<file path="config.mk">
export PLATFORM = sky130hd
export DESIGN_NAME = game_timer
export DESIGN_NICKNAME = d
export VERILOG_FILES = /design/src/rtl/game_timer.sv
export SDC_FILE = /design/constraint.sdc
export NUM_CORES = 1
export LEC_CHECK = 0
export ABC_AREA = 1
export ABC_CLOCK_PERIOD_IN_PS = 2040
export BUFFER_PORTS_ARGS = -buffer_cell sky130_fd_sc_hd__buf_2
export CORE_ASPECT_RATIO = 2
export CORE_MARGIN = 1
export CORE_UTILIZATION = 40
export CTS_CLUSTER_DIAMETER = 80
export DETAILED_ROUTE_END_ITERATION = 12
export GPL_ROUTABILITY_DRIVEN = 0
export GPL_TIMING_DRIVEN = 0
export PLACE_DENSITY_LB_ADDON = 0.3
export SETUP_SLACK_MARGIN = 0.2
export SLEW_MARGIN = 5
export SYNTH_ARGS = -nofsm -noshare
export SYNTH_HDL_FRONTEND = slang
export SYNTH_SLANG_ARGS = --single-unit
</file>
<file path="constraint.sdc">
create_clock -name pclk -period 2.04 [get_ports pclk]
set_clock_uncertainty 0.1 [all_clocks]
set_input_delay 0.204 -clock pclk [delete_from_list [all_inputs] [get_ports pclk]]
set_output_delay 0.204 -clock pclk [all_outputs]
set_load 0.01 [all_outputs]
</file>
<file path="src/rtl/game_timer.sv">
`timescale 1ns/1ps
// game_timer
//   Play-time stopwatch. Counts elapsed time in hundredths of a second from
//   pclk and publishes it as a static bus for the HUD and end-of-game popup.
//
// Parameters
//   CLK_FREQ_HZ  pclk frequency; must be a multiple of 100 and >= 200
//   SEC_MAX      highest seconds value shown (fits 6 bits)
//
// Ports
//   pclk        in   pixel clock, the only clock
//   rst         in   asynchronous active-low reset
//   start       in   1-cycle pulse: clear the time and start counting
//   stop        in   1-cycle pulse: freeze the time
//   pause       in   level: hold prescaler and time while running
//   game_time   out  {seconds[12:7], hundredths[6:0]}
//   running     out  high while counting is enabled
//   saturated   out  high once the time has reached SEC_MAX.99
//   tick_100hz  out  1-cycle strobe on every hundredths increment
module game_timer #(
  parameter int unsigned CLK_FREQ_HZ = 65_000_000,
  parameter int unsigned SEC_MAX     = 63
) (
  input  logic        pclk,
  input  logic        rst,
  input  logic        start,
  input  logic        stop,
  input  logic        pause,
  output logic [12:0] game_time,
  output logic        running,
  output logic        saturated,
  output logic        tick_100hz
);

  localparam int unsigned   TICK_DIV   = CLK_FREQ_HZ / 100;
  localparam int unsigned   PW         = $clog2(TICK_DIV);
  localparam logic [PW-1:0] PRESC_LAST = PW'(TICK_DIV - 1);
  localparam logic [5:0]    SEC_LAST   = 6'(SEC_MAX);

  typedef enum logic [1:0] {
    IDLE,
    RUNNING,
    STOPPED
  } state_t;

  state_t        state, state_next;
  logic [PW-1:0] presc, presc_next;
  logic [5:0]    sec, sec_next;
  logic [6:0]    hund, hund_next;
  logic          sat_next;
  logic          tick_next;
  logic          running_next;
  logic          presc_wrap;
  logic          inc;

  assign presc_wrap = (state == RUNNING) && !pause && (presc == PRESC_LAST);
  assign inc        = presc_wrap && !saturated;

  // State and output registers
  always_ff @(posedge pclk or negedge rst) begin
    if (!rst) begin
      state      <= IDLE;
      presc      <= '0;
      sec        <= '0;
      hund       <= '0;
      saturated  <= 1'b0;
      tick_100hz <= 1'b0;
      running    <= 1'b0;
    end else begin
      state      <= state_next;
      presc      <= presc_next;
      sec        <= sec_next;
      hund       <= hund_next;
      saturated  <= sat_next;
      tick_100hz <= tick_next;
      running    <= running_next;
    end
  end

  // Next-state logic: start overrides everything, including a same-cycle stop
  always_comb begin
    state_next = state;
    if (start) begin
      state_next = RUNNING;
    end else begin
      unique case (state)
        RUNNING: if (stop) state_next = STOPPED;
        default: state_next = state;
      endcase
    end
  end

  // Datapath / output next values. An increment on the same edge as stop is
  // still applied because this block only looks at the current state.
  always_comb begin
    presc_next   = presc;
    sec_next     = sec;
    hund_next    = hund;
    sat_next     = saturated;
    tick_next    = 1'b0;
    running_next = (state_next == RUNNING);

    if (start) begin
      presc_next = '0;
      sec_next   = '0;
      hund_next  = '0;
      sat_next   = 1'b0;
    end else if ((state == RUNNING) && !pause) begin
      presc_next = presc_wrap ? '0 : presc + 1'b1;
      if (inc) begin
        tick_next = 1'b1;
        if (hund == 7'd99) begin
          hund_next = '0;
          sec_next  = sec + 6'd1;
        end else begin
          hund_next = hund + 7'd1;
        end
        // Landing on SEC_MAX.99 freezes the time from this edge onward
        if ((sec == SEC_LAST) && (hund == 7'd98)) begin
          sat_next = 1'b1;
        end
      end
    end
  end

  assign game_time = {sec, hund};

endmodule

</file>
==> out/qor.yml, run 1 <==
initial_utilization_pct: 41.5
fmax_mhz: 556
cts_sinks: 38
synth.distinct_cells: 28
instances_no_fill: 404
overflow: 0
tns_ns: 0
portBuffers: 19
ys_seq_area_share_pct: 42.3
netlist_area_um2: 2250
max_cap_viol_count: 0
ant_nets: 0
grt_pass1_wl_um: 9190
drc: 0
hold_path_class: "input port to flop"
final_hold_viol_count: 0
startpoint_type: "flop"
layout_setup_ws_ns: 0.243
clkLatencyLatePin_ns: 0.30
synthCells: 316
end_kind: "flop"
die_w_um: 55
vias: 2083
dp_hpwl_um: 4150
r2r_cells: 7
dp_cells: 395
fp-row-count: 38
final_common_cell: "nand2_1"
viasPerCell: 5.16
wl_per_cell_um: 13.4
routed_wl_um: 5410
postSynthNetCount: 325
synth_warnings: 0
finish.utilization_pct: 46.7
multiInputGateArea_um2: 1160
outcome: "complete, no violations"
place_area_um2: 2420
grt.total_usage_pct: 21.7
grt_max_degree: 39
dieHeight_um: 108
power_density_nw_per_um2: 549
wl_met1_um: 1960
syn_area_per_cell_um2: 7.11
holdWs_ns: 0.0779
crit_fanout: 7
drive_gt1_share_pct: 16.0
seq_area_um2: 951
die_area_um2: 5940
fillers: 600
cts_max_level: 2
drt-initial-drc-count: 41
core_area_um2: 5420
clk_root_buffer_cell: "clkbuf_8"
first_pass_iters: 4
required_ns: 2.18
numCtsBuffers: 5
fin_area_um2: 2530
rsz0062_at_grt: "true"
clk_pin_slew_ns: 0.07
power_mw: 1.39
route.met2.wl_um: 3040
slew_headroom_pct: 40.4
n_antenna_cell: 0
nets: 353
cts_tree: "built"
startpoint: "presc[6]$_DFFE_PN0P_"
regToRegSetupSlack_ns: 0.24
rr_endpoint: "hund[4]$_DFFE_PN0P_"
setup_violations: 0
ys_ff_latch: 38
worst-setup-path-type: "flop to flop"
worst_pin_slew_ns: 0.895
cts_max_path_buffers: 2
crit_end: "hund[4]$_DFFE_PN0P_"
cp_data_arrival_time_ns: 1.93
final.period_utilization_pct: 88.1
area_growth_pct: 12.6
io_pins: 21
p_leak_nw: 1.21
slew_violations: 0
r2r_start: "presc[6]$_DFFE_PN0P_"
final_cell_mix: "96 x nand2_1, 47 x nor2_1, 38 x dfrtp_1"
grt_pass1_vias: 2094
wl_met3_um: 145
antenna_found_initial: 0
period_needed_ns: 1.80
peakVddDrop_mv: 0.391
detailedPlace.worstSlack_ns: 0.282
highest_layer: "met4"
## power breakdown
| group | internal, mW | switching (mW) | total [mW] |
|---|---|---|---|
| clock network | 0.229 | 0.267 | 0.497 |
| logic | 0.0330 | 0.0819 | 0.115 |
| registers | 0.766 | 0.0121 | 0.778 |
## layer usage
layer / global-route usage [%] / up-vias
li1: - / 1056
met3: 3.52 / 21
met5: 0 / -
met1: 21.4 / 962
met2: 39.4 / 44
met4: 12.0 / 0
## synthesized netlist by cell type
library cell   n  area [µm²]
o21bai_1       1        7.51
a21oi_2        1        8.76
dfrtp_1       38         951
xnor2_1        2        17.5
a21boi_0       1        7.51
nor2_2         5        31.3
nand2_2        2        12.5
nor3_1         7        35.0
nor2_4         2        22.5
xor2_1         2        17.5
nand2_1       97         364
nor3b_1        3        22.5
inv_2          3        11.3
buf_4          1        7.51
and3_1         2        12.5
nor2_1        50         188
nand4_1        7        43.8
nand2_4        2        22.5
o21ai_1        5        25.0
or2_2          1        6.26
inv_1         30         113
buf_8          1        15.0
o21ai_0        7        35.0
nand3_2        2        20.0
a21oi_1        9        45.0
buf_2          2        10.0
ha_1           4        50.1
nand3_1       29         145
## worst max-delay path, stage by stage, from the launching register on
cell     delay [ns]
dfrtp_1        0.45
nor2_1         0.19
nand3_1        0.13
nor2_1         0.20
nand3_2        0.15
nor2_2         0.25
nand4_1        0.17
nand2_1        0.09
## how the worst min path moves through the flow
| stage | from | cells past startpoint | slack [ns] | to |
|---|---|---|---|---|
| 2_1_floorplan | rst | 0 | -0.19 | hund[0]$_DFFE_PN0P_ |
| 3_3_place_gp | rst | 1 | 0.28 | presc[14]$_DFFE_PN0P_ |
| 3_5_place_dp | rst | 1 | 0.28 | presc[15]$_DFFE_PN0P_ |
| 4_1_cts | stop | 3 | 0.07 | state[1]$_DFF_PN0_ |
| 5_1_grt | stop | 3 | 0.09 | state[1]$_DFF_PN0_ |
| 6_report | stop | 3 | 0.08 | state[1]$_DFF_PN0_ |
## registers in the layout, indices dropped and copies added (netlist names)
register    flops
saturated       1
hund            7
state           2
sec             6
tick_100hz      1
running         1
presc          20
## kinds of logic (layout without fill, tap and decap cells)
group / count (synthesis) / after routing / synth area share [%]
xor+xnor: 4 / 4 / 1.56
buf+inv: 37 / 65 / 6.96
simple gates: 209 / 209 / 41.2
fa+ha+maj: 4 / 4 / 2.23
flops: 38 / 38 / 42.3
compound gates: 24 / 24 / 5.73
## final cells by class
type,count,share of cell area (%)
clock inverter,2,0.395
inverter,33,4.89
clock buffer,5,2.72
multi-input combinational,241,45.7
timing repair buffer,21,4.45
tap,60,2.97
buffer,4,1.29
sequential,38,37.6
## timing repair
action                     4_1_cts  5_1_grt
hold endpoints to repair        38        0
gates resized for setup          0        6
setup buffers                    0        1
setup endpoints to repair        0       18
hold buffers                     1        0
No activity file was read; power rests on OpenSTA's default activity.
==> inputs of run 2 (changes only) <==
- MAX_ROUTING_LAYER: default -> met4
==> run 2 against run 1 <==
Net effect: maximum frequency down 0.32%; register-to-register slack hardly changed; worst hold slack improved by 0.0020 ns; largest cell class unchanged.
==> out/qor.yml, run 2 (synthesis gave the netlist of run 1 again) <==
outcome: "complete, no violations"  # unchanged
clkLatencyLatePin_ns: 0.30  # about the same
vias: 2078  # was 2,083
first_pass_iters: 4  # unchanged
clk_pin_slew_ns: 0.07  # about the same
grt_pass1_vias: 2093  # was 2,094
cts_max_level: 2  # unchanged
period_needed_ns: 1.80  # about the same
regMostFlops: "presc"  # unchanged
fp-row-count: 38  # unchanged
cp_data_arrival_time_ns: 1.94  # was 1.93 ns
dieHeight_um: 108  # unchanged
place_area_um2: 2420  # unchanged
crit_end: "hund[4]$_DFFE_PN0P_"  # unchanged
tns_ns: 0  # unchanged
swShare_pct: 26.1  # was 26.0%
required_ns: 2.18  # about the same
cts_tree: "built"  # unchanged
startpoint: "presc[6]$_DFFE_PN0P_"  # unchanged
intPower_mw: 1.03  # about the same
fin_area_um2: 2530  # unchanged
pwr-share-comb_pct: 8.2  # was 8.3%
holdWs_ns: 0.0799  # was 0.0779 ns
final_cell_mix: "96 x nand2_1, 47 x nor2_1, 38 x dfrtp_1"  # unchanged
cts_sinks: 38  # unchanged
final_hold_viol_count: 0  # unchanged
drt-initial-drc-count: 38  # was 41
largest_reg_flops: 20  # unchanged
r2r_cells: 7  # unchanged
drive_gt1_share_pct: 16.0  # unchanged
detailedPlace.worstSlack_ns: 0.282  # unchanged
grt.busiest_layer: "met2"  # unchanged
r2r_start: "presc[6]$_DFFE_PN0P_"  # unchanged
p_leak_nw: 1.21  # unchanged
dp_hpwl_um: 4150  # unchanged
p_sw_mw: 0.363  # was 0.361 mW
nets: 353  # unchanged
final.period_utilization_pct: 88.4  # was 88.1%
top_regs: "presc: 20 flops, hund: 7 flops, sec: 6 flops"  # unchanged
end_kind: "flop"  # unchanged
routed_wl_um: 5420  # was 5410 µm
max_cap_viol_count: 0  # unchanged
portBuffers: 19  # unchanged
rsz0062_at_grt: "true"  # unchanged
antenna_found_initial: 0  # unchanged
regToRegSetupSlack_ns: 0.24  # about the same
globalRouteMet2Util_pct: 39.3  # was 39.4%
core_area_um2: 5420  # unchanged
numCtsBuffers: 5  # unchanged
hold_path_class: "input port to flop"  # unchanged
io_pins: 21  # unchanged
fmax_mhz: 555  # was 556 MHz
grt_max_degree: 39  # unchanged
viasPerCell: 5.14  # was 5.16
slew_headroom_pct: 41.9  # was 40.4%
setup_violations: 0  # unchanged
area_growth_pct: 12.6  # unchanged
dp_cells: 395  # unchanged
final_common_cell: "nand2_1"  # unchanged
clk_root_buffer_cell: "clkbuf_8"  # unchanged
ant_nets: 0  # unchanged
finish.utilization_pct: 46.7  # unchanged
hold_depth: 3  # unchanged
cts_max_path_buffers: 2  # unchanged
peakVddDrop_mv: 0.389  # was 0.391 mV
wl_per_cell_um: 13.4  # about the same
drc: 0  # unchanged
grtUsageMet3_pct: 3.52  # unchanged
power_density_nw_per_um2: 550  # was 549 nW/µm²
use_met1_pct: 21.4  # unchanged
slew_violations: 0  # unchanged
pwr-share-seq_pct: 55.9  # was 56.0%
power.share.clock_pct: 35.8  # was 35.7%
grt_pass1_wl_um: 9180  # was 9190 µm
crit_fanout: 7  # unchanged
n_antenna_cell: 0  # unchanged
grt.total_usage_pct: 22.2  # was 21.7%
startpoint_type: "flop"  # unchanged
die_area_um2: 5940  # unchanged
power_mw: 1.39  # about the same
instances_no_fill: 404  # unchanged
overflow: 0  # unchanged
layout_setup_ws_ns: 0.237  # was 0.243 ns
die_w_um: 55  # unchanged
worst_pin_slew_ns: 0.872  # was 0.895 ns
worst-setup-path-type: "flop to flop"  # unchanged
initial_utilization_pct: 41.5  # unchanged
rr_endpoint: "hund[4]$_DFFE_PN0P_"  # unchanged
run 2: cell counts in the layout (fill, tap and decap cells not counted):
Identical to the previous run, type by type.
run 2: final cells by class:
type,instances,area (µm²)
repair buffers,21,113
clock inverters,2,10.0
well taps,60,75.1
flip-flops and latches,38,951
clock buffers,5,68.8
multi-input cells,241,1160
inverters,33,124
plain buffers,4,32.5
fillers,600,2890
run 2: layer usage:
metal	vias to the layer above	routed length, µm
met5	-	0
li1	1056	-
met1	958	1980
met4	0	255
met3	23	139
met2	41	3050
run 2: how the worst min path moves through the flow:
| stage | startpoint | end | slack, ns |
|---|---|---|---|
| after global placement | rst | presc[14]$_DFFE_PN0P_ | 0.28 |
| after CTS | stop | state[1]$_DFF_PN0_ | 0.07 |
| after detailed placement | rst | presc[15]$_DFFE_PN0P_ | 0.28 |
| after global routing | stop | state[1]$_DFF_PN0_ | 0.09 |
| final | stop | state[1]$_DFF_PN0_ | 0.08 |
| after floorplan | rst | hund[0]$_DFFE_PN0P_ | -0.19 |
run 2: power groups by stage:
| stage | Sequential, mW | Clock [mW] | Combinational (mW) |
|---|---|---|---|
| after CTS | 0.778 | 0.516 | 0.116 |
| after detailed placement | 0.793 | 0 | 0.114 |
| final | 0.778 | 0.498 | 0.115 |
| after global placement | 0.792 | 0 | 0.114 |
| after floorplan | 0.795 | 0 | 0.0635 |
| after global routing | 0.779 | 0.537 | 0.130 |
run 2: repair_timing:
item	CTS	global route
setup endpoints to repair	0	18
hold buffers	1	0
resized for setup	0	6
buffers inserted	0	1
hold endpoints to repair	38	0
run 2: critical path, stage by stage (launching register included):
cell and delay [ns]:
dfrtp_1 0.45, nor2_1 0.19, nand3_1 0.13, nor2_1 0.20, nand3_2 0.15, nor2_2 0.25
nand4_1 0.17, nand2_1 0.09
